$ cat config.mk
export PLATFORM = sky130hd
export DESIGN_NAME = apb_master_flat
export DESIGN_NICKNAME = d
export VERILOG_FILES = /design/src/rtl/apb_master_pkg.sv /design/src/rtl/apb_master_if.sv /design/src/rtl/apb_master_wdog.sv /design/src/rtl/apb_master.sv /design/src/flat_wrapper.sv
export SDC_FILE = /design/constraint.sdc
export NUM_CORES = 1
export LEC_CHECK = 0
export CORE_ASPECT_RATIO = 2
export CORE_MARGIN = 10
export CORE_UTILIZATION = 39
export DETAILED_ROUTE_END_ITERATION = 16
export PLACE_DENSITY = 0.83
export SLEW_MARGIN = 5
export SYNTH_ARGS = -nofsm -noshare
export SYNTH_HDL_FRONTEND = slang
export SYNTH_SLANG_ARGS = --single-unit
$ cat constraint.sdc
create_clock -name PCLK -period 2 [get_ports PCLK]
set_clock_uncertainty 0.05 [all_clocks]
set_input_delay 0.4 -clock PCLK [delete_from_list [all_inputs] [get_ports PCLK]]
set_output_delay 0.4 -clock PCLK [all_outputs]
set_load 0.01 [all_outputs]
$ cat src/rtl/apb_master_pkg.sv
// Shared types for the APB requester: FSM state encoding, default bus widths,
// the response record and the watchdog counter sizing helper.
package apb_pkg;

  localparam int APB_ADDR_W = 32;
  localparam int APB_DATA_W = 32;

  typedef enum logic [1:0] {
    IDLE,
    SETUP,
    ACCESS,
    RESP
  } apb_state_e;

  typedef struct packed {
    logic [APB_DATA_W-1:0] rdata;
    logic                  err;
    logic                  timeout;
  } apb_rsp_t;

  // A disabled watchdog (timeout 0) still gets a 1-bit counter so no zero-width vector appears.
  function automatic int wdog_width(int timeout);
    return (timeout > 0) ? $clog2(timeout + 1) : 1;
  endfunction

endpackage

$ cat src/rtl/apb_master_if.sv
// Command/response stream plus APB3 bus bundle; master modport is the requester view,
// slave modport is the agent/completer view.
interface apb_master_if
  import apb_pkg::*;
#(
  parameter int unsigned ADDR_W = APB_ADDR_W,
  parameter int unsigned DATA_W = APB_DATA_W
) ();

  logic              cmd_valid;
  logic              cmd_ready;
  logic              cmd_write;
  logic [ADDR_W-1:0] cmd_addr;
  logic [DATA_W-1:0] cmd_wdata;

  logic              rsp_valid;
  logic              rsp_ready;
  logic [DATA_W-1:0] rsp_rdata;
  logic              rsp_err;
  logic              rsp_timeout;

  logic              PSEL;
  logic              PENABLE;
  logic [ADDR_W-1:0] PADDR;
  logic              PWRITE;
  logic [DATA_W-1:0] PWDATA;
  logic              PREADY;
  logic [DATA_W-1:0] PRDATA;
  logic              PSLVERR;

  modport master (
    input  cmd_valid, cmd_write, cmd_addr, cmd_wdata, rsp_ready,
    input  PREADY, PRDATA, PSLVERR,
    output cmd_ready, rsp_valid, rsp_rdata, rsp_err, rsp_timeout,
    output PSEL, PENABLE, PADDR, PWRITE, PWDATA
  );

  modport slave (
    output cmd_valid, cmd_write, cmd_addr, cmd_wdata, rsp_ready,
    output PREADY, PRDATA, PSLVERR,
    input  cmd_ready, rsp_valid, rsp_rdata, rsp_err, rsp_timeout,
    input  PSEL, PENABLE, PADDR, PWRITE, PWDATA
  );

endinterface

$ cat src/rtl/apb_master_wdog.sv
// ACCESS-phase watchdog: saturating wait counter, expired on the TIMEOUT-th
// waiting cycle; TIMEOUT=0 never expires.
module apb_wdog
  import apb_pkg::*;
#(
  parameter int unsigned TIMEOUT = 16
) (
  input  logic clk_i,
  input  logic rst_i,
  input  logic clear_i,
  input  logic enable_i,
  output logic expired_o
);

  localparam int CW = wdog_width(int'(TIMEOUT));
  localparam logic [CW-1:0] CNT_MAX  = '1;
  localparam logic [CW-1:0] CNT_LAST = CW'(TIMEOUT - 1);

  logic [CW-1:0] cnt_q, cnt_d;

  always_comb begin
    cnt_d = cnt_q;
    if (clear_i) begin
      cnt_d = '0;
    end else if (enable_i && (cnt_q != CNT_MAX)) begin
      cnt_d = cnt_q + 1'b1;
    end
  end

  always_ff @(posedge clk_i) begin
    if (rst_i) begin
      cnt_q <= '0;
    end else begin
      cnt_q <= cnt_d;
    end
  end

  always_comb begin
    expired_o = (TIMEOUT != 0) && (cnt_q == CNT_LAST);
  end

endmodule

$ cat src/rtl/apb_master.sv
// APB3 requester: turns one valid/ready command into one APB transfer and
// returns a single response; the watchdog aborts transfers stuck in ACCESS.
module apb_master
  import apb_pkg::*;
#(
  parameter int unsigned ADDR_W  = APB_ADDR_W,
  parameter int unsigned DATA_W  = APB_DATA_W,
  parameter int unsigned TIMEOUT = 16
) (
  input logic          PCLK,
  input logic          PRESET,
  apb_master_if.master bus
);

  apb_state_e        state_q, state_d;
  logic [ADDR_W-1:0] paddr_q, paddr_d;
  logic              pwrite_q, pwrite_d;
  logic [DATA_W-1:0] pwdata_q, pwdata_d;
  logic [DATA_W-1:0] rsp_rdata_q, rsp_rdata_d;
  logic              rsp_err_q, rsp_err_d;
  logic              rsp_timeout_q, rsp_timeout_d;

  logic wd_clear, wd_enable, wd_expired;

  apb_wdog #(
    .TIMEOUT(TIMEOUT)
  ) u_wdog (
    .clk_i    (PCLK),
    .rst_i    (PRESET),
    .clear_i  (wd_clear),
    .enable_i (wd_enable),
    .expired_o(wd_expired)
  );

  always_comb begin
    state_d       = state_q;
    paddr_d       = paddr_q;
    pwrite_d      = pwrite_q;
    pwdata_d      = pwdata_q;
    rsp_rdata_d   = rsp_rdata_q;
    rsp_err_d     = rsp_err_q;
    rsp_timeout_d = rsp_timeout_q;
    wd_clear      = 1'b0;
    wd_enable     = 1'b0;

    case (state_q)
      IDLE: begin
        if (bus.cmd_valid) begin
          paddr_d  = bus.cmd_addr;
          pwrite_d = bus.cmd_write;
          pwdata_d = bus.cmd_wdata;
          state_d  = SETUP;
        end
      end
      SETUP: begin
        wd_clear = 1'b1;
        state_d  = ACCESS;
      end
      ACCESS: begin
        // PREADY is checked first so a completion on the last allowed cycle beats the abort.
        if (bus.PREADY) begin
          rsp_rdata_d   = pwrite_q ? '0 : bus.PRDATA;
          rsp_err_d     = bus.PSLVERR;
          rsp_timeout_d = 1'b0;
          state_d       = RESP;
        end else begin
          wd_enable = 1'b1;
          if (wd_expired) begin
            rsp_rdata_d   = '0;
            rsp_err_d     = 1'b1;
            rsp_timeout_d = 1'b1;
            state_d       = RESP;
          end
        end
      end
      RESP: begin
        if (bus.rsp_ready) begin
          state_d = IDLE;
        end
      end
      default: state_d = IDLE;
    endcase
  end

  always_ff @(posedge PCLK) begin
    if (PRESET) begin
      state_q       <= IDLE;
      paddr_q       <= '0;
      pwrite_q      <= 1'b0;
      pwdata_q      <= '0;
      rsp_rdata_q   <= '0;
      rsp_err_q     <= 1'b0;
      rsp_timeout_q <= 1'b0;
    end else begin
      state_q       <= state_d;
      paddr_q       <= paddr_d;
      pwrite_q      <= pwrite_d;
      pwdata_q      <= pwdata_d;
      rsp_rdata_q   <= rsp_rdata_d;
      rsp_err_q     <= rsp_err_d;
      rsp_timeout_q <= rsp_timeout_d;
    end
  end

  always_comb begin
    bus.cmd_ready   = (state_q == IDLE);
    bus.PSEL        = (state_q == SETUP) || (state_q == ACCESS);
    bus.PENABLE     = (state_q == ACCESS);
    bus.PADDR       = paddr_q;
    bus.PWRITE      = pwrite_q;
    bus.PWDATA      = pwdata_q;
    bus.rsp_valid   = (state_q == RESP);
    bus.rsp_rdata   = rsp_rdata_q;
    bus.rsp_err     = rsp_err_q;
    bus.rsp_timeout = rsp_timeout_q;
  end

endmodule

$ cat src/flat_wrapper.sv
// flat-port wrapper written by rule: the top's interface ports become plain ports
module apb_master_flat import apb_pkg::*;
#(
  parameter int unsigned ADDR_W  = APB_ADDR_W,
  parameter int unsigned DATA_W  = APB_DATA_W,
  parameter int unsigned TIMEOUT = 16
)
  (PCLK, PRESET, bus_cmd_valid, bus_cmd_write, bus_cmd_addr, bus_cmd_wdata, bus_rsp_ready, bus_PREADY, bus_PRDATA, bus_PSLVERR, bus_cmd_ready, bus_rsp_valid, bus_rsp_rdata, bus_rsp_err, bus_rsp_timeout, bus_PSEL, bus_PENABLE, bus_PADDR, bus_PWRITE, bus_PWDATA);
  apb_master_if #(.ADDR_W(ADDR_W), .DATA_W(DATA_W)) bus_i ();
  input logic PCLK;
  input logic PRESET;
  input wire logic [$bits(bus_i.cmd_valid)-1:0] bus_cmd_valid;
  input wire logic [$bits(bus_i.cmd_write)-1:0] bus_cmd_write;
  input wire logic [$bits(bus_i.cmd_addr)-1:0] bus_cmd_addr;
  input wire logic [$bits(bus_i.cmd_wdata)-1:0] bus_cmd_wdata;
  input wire logic [$bits(bus_i.rsp_ready)-1:0] bus_rsp_ready;
  input wire logic [$bits(bus_i.PREADY)-1:0] bus_PREADY;
  input wire logic [$bits(bus_i.PRDATA)-1:0] bus_PRDATA;
  input wire logic [$bits(bus_i.PSLVERR)-1:0] bus_PSLVERR;
  output wire logic [$bits(bus_i.cmd_ready)-1:0] bus_cmd_ready;
  output wire logic [$bits(bus_i.rsp_valid)-1:0] bus_rsp_valid;
  output wire logic [$bits(bus_i.rsp_rdata)-1:0] bus_rsp_rdata;
  output wire logic [$bits(bus_i.rsp_err)-1:0] bus_rsp_err;
  output wire logic [$bits(bus_i.rsp_timeout)-1:0] bus_rsp_timeout;
  output wire logic [$bits(bus_i.PSEL)-1:0] bus_PSEL;
  output wire logic [$bits(bus_i.PENABLE)-1:0] bus_PENABLE;
  output wire logic [$bits(bus_i.PADDR)-1:0] bus_PADDR;
  output wire logic [$bits(bus_i.PWRITE)-1:0] bus_PWRITE;
  output wire logic [$bits(bus_i.PWDATA)-1:0] bus_PWDATA;
  assign bus_i.cmd_valid = bus_cmd_valid;
  assign bus_i.cmd_write = bus_cmd_write;
  assign bus_i.cmd_addr = bus_cmd_addr;
  assign bus_i.cmd_wdata = bus_cmd_wdata;
  assign bus_i.rsp_ready = bus_rsp_ready;
  assign bus_i.PREADY = bus_PREADY;
  assign bus_i.PRDATA = bus_PRDATA;
  assign bus_i.PSLVERR = bus_PSLVERR;
  assign bus_cmd_ready = bus_i.cmd_ready;
  assign bus_rsp_valid = bus_i.rsp_valid;
  assign bus_rsp_rdata = bus_i.rsp_rdata;
  assign bus_rsp_err = bus_i.rsp_err;
  assign bus_rsp_timeout = bus_i.rsp_timeout;
  assign bus_PSEL = bus_i.PSEL;
  assign bus_PENABLE = bus_i.PENABLE;
  assign bus_PADDR = bus_i.PADDR;
  assign bus_PWRITE = bus_i.PWRITE;
  assign bus_PWDATA = bus_i.PWDATA;
  apb_master #(.ADDR_W(ADDR_W), .DATA_W(DATA_W), .TIMEOUT(TIMEOUT)) u_core (.PCLK(PCLK), .PRESET(PRESET), .bus(bus_i));
endmodule
==> out/qor.csv <==
stage,metric,value,unit
outcome,status,completed,
power,vdd_drop_max,0.753,mV
setup_path,endpoint_kind,output port,
clock_network,postCtsSetupRepairBufs,0,
sta,fin_crit_sh,0.951,
drt,vias_per_cell,4.91,
global_routing,grt_pass1_wl,21200,um
min_path,min_path_type,reg -> reg,
floorplanning,die_height,161,um
setup_path,cp.arrival,1.45,ns
sta,setup_violations,0,
floorplanning,ios,206,
global_routing,grtUsageTotal,0.180,
drt,drt_iter0_markers,127,
sta,post-route-min-period,1.90,ns
sta,hold-worst-slack,0.402,ns
setup_path,required,1.55,ns
logic_synthesis,yosysSeqAreaShare,0.546,
clock_network,clock_latency,0.33,ns
logic_synthesis,synth_cells,481,
run,drv_cap,0,
drt,wl_met1,4690,um
drt,dr.pass1.iters,6,
final_layout,layout.nets,785,
setup_path,path_max_fanout,4,
power,power.total,6.68,mW
setup_path,cpPeakStageDelay,0.55,ns
drt,drc,0,
final_layout,drive_gt1_frac,0.0618,
clock_network,path_clk_slew,0.07,ns
drt,wl_met3,928,um
sta,worst_pin_slew,0.484,ns
logic_synthesis,synth.distinct_cells,29,
floorplanning,num_rows,51,
logic_synthesis,synth_seq_cells,106,
sta,rsz0062_at_grt,false,
setup_path,cp_slowest_cell,clkdlybuf4s50_1,
setup_path,start_kind,register,
min_path,hold_depth,2,
setup_path,crit_type,reg -> out,
final_layout,syn2layout_area_growth,65.0,%
logic_synthesis,async_reset_ff_frac,0,
clock_network,htreeDepth,3,
setup_path,path_cells,"ha_1, clkdlybuf4s50_1",
sta,hold_viol,0,
floorplanning,die-area,0.0146,mm2
global_routing,grt_max_degree,54,
drt,wirelength,13600,um
setup_path,r2r_cells,6,
global_routing,grt_pass1_vias,3979,
drt,routed.top_layer,met4,
logic_synthesis,avgSynthCellArea,8.08,um2
clock_network,cts_tree,yes,
placement,port_buffers,205,
floorplanning,start_util,0.398,
power,p_leak,2.34,nW
drt,routedWlPerCell,16.8,um
logic_synthesis,syn_nets,591,
global_routing,overflow,0,
drt,via_count,3988,
placement,gp_congestion,0.841,
floorplanning,dieWidth,90.6,um
logic_synthesis,ys.flop_type,dfxtp_1,
placement,dpl.hpwl,10800,um
sta,slew_headroom,0.677,
clock_network,cts_buffer_depth,2,
final_layout,antenna_cells,0,
logic_synthesis,synth-edff-count,0,
floorplanning,core,0.00976,mm2
clock_network,cts_buffers,9,
clock_network,cts_sinks,106,
drt,final_antenna_net_count,0,
sta,drv_slew,0,
sta,fmax,526,MHz
power,power_density,1040,mW/mm2
logic_synthesis,netlist_area,0.00389,mm2
sta,timing.setup.tns,0,ns
clock_network,root_buffer,clkbuf_16,
drt,routed-wl-met2,7640,um
logic_synthesis,ys.warnings.count,0,
global_routing,antenna_found_initial,0,
==> worst paths after layout <==
| check | end | startpoint | slack (ns) |
|---|---|---|---|
| worst max-delay path | bus_rsp_valid | u_core.state_q[1]$_SDFFE_PP0P_ | 0.1 |
| worst min-delay path | u_core.bus.rsp_rdata[2]$_SDFFE_PP0P_ | u_core.bus.rsp_rdata[2]$_SDFFE_PP0P_ | 0.40 |
| worst max register to register | u_core.state_q[1]$_SDFFE_PP0P_ | u_core.u_wdog.cnt_q[0]$_SDFFE_PP0P_ | 0.11 |
| worst min register to register | u_core.bus.rsp_rdata[2]$_SDFFE_PP0P_ | u_core.bus.rsp_rdata[2]$_SDFFE_PP0P_ | 0.40 |
==> stage by stage <==
step                 util  cells  instance area (um2)  setup WS (ns)
detailed placement  0.627    796                 6130          0.110
global placement    0.627    796                 6130          0.169
CTS                 0.657    812                 6410         0.0473
floorplan               -    481                 3890          0.232
global route        0.657    812                 6410         0.0191
finish              0.657    812                 6410         0.0976
==> timing repair <==
| action | in CTS | in global routing |
|---|---|---|
| hold buffers | 0 | 0 |
| endpoints found under the hold margin | 0 | 0 |
| setup endpoints to repair | 2 | 10 |
| gates resized for setup | 2 | 2 |
==> power breakdown <==
group / total [mW] / internal (mW) / switching [mW]
logic: 2.38 / 1.17 / 1.21
registers: 2.61 / 2.44 / 0.174
clock network: 1.69 / 0.893 / 0.795
total: 6.68 / 4.50 / 2.18
==> cells in the mapped netlist, drive strengths merged, types with 2 or more instances <==
library cell,count,area share
nor2b,3,0.0048
nor2,8,0.0077
a21oi,97,0.12
clkbuf,19,0.018
dfxtp,106,0.55
xnor2,2,0.0045
o21a,2,0.0039
a211oi,2,0.0039
nor3b,2,0.0068
ha,7,0.023
inv,5,0.0048
buf,19,0.024
nand3,32,0.041
o21ai,2,0.0026
nand2,163,0.16
==> per-layer routing <==
layer  vias up  GRT usage
met5         -          0
met4         0     0.0786
met3        20     0.0562
met2       158      0.342
met1      1849      0.170
li1       1961          -
==> registers in the layout, summed over array words and instances (netlist names) <==
name and cells:
u_core.bus.PADDR 32, u_core.bus.PWDATA 32, u_core.bus.PWRITE 1, u_core.bus.rsp_err 1, u_core.bus.rsp_rdata 32, u_core.bus.rsp_timeout 1
u_core.state_q 2, u_core.u_wdog.cnt_q 5
==> cells by family (layout without fill, tap and decap cells) <==
kind of cell / count (synthesis) / in the layout / synth area share
AO/OA/AOI/OAI: 106 / 106 / 0.142
AND/OR/NAND/NOR: 215 / 215 / 0.232
flip-flops: 106 / 106 / 0.546
adder cells (fa/ha/maj): 7 / 7 / 0.0225
multiplexers: 2 / 2 / 0.00547
XOR/XNOR: 2 / 2 / 0.00451
buffers and inverters: 43 / 242 / 0.0476
==> layout make-up <==
class / instances / area [um2]
Clock buffer: 10 / 239
Clock inverter: 6 / 47.5
Fill cell: 812 / 3350
Inverter: 5 / 18.8
Multi-Input combinational cell: 332 / 1590
Sequential cell: 106 / 2120
Tap cell: 132 / 165
Timing Repair Buffer: 221 / 2230
==> worst max-delay path: cells and delay by family, from the launching register on <==
kind	cells	cell delay, ns
adder cells (fa/ha/maj)	1	0.20
buffers and inverters	1	0.55
flip-flops	1	0.38
==> cell usage in the layout, fill, tap and decap left out, types with 2 or more instances in the layout <==
master	instances
buf_12	5
clkdlybuf4s50_1	201
a21oi_1	97
inv_1	5
a211oi_1	2
ha_1	7
dlygate4sd2_1	2
nor2b_1	2
nand2_1	162
buf_4	11
dfxtp_1	106
nor2_1	8
clkbuf_16	9
nand3_1	32
xnor2_1	2
inv_6	3
Note: power is estimated with default switching activity, not from simulation.
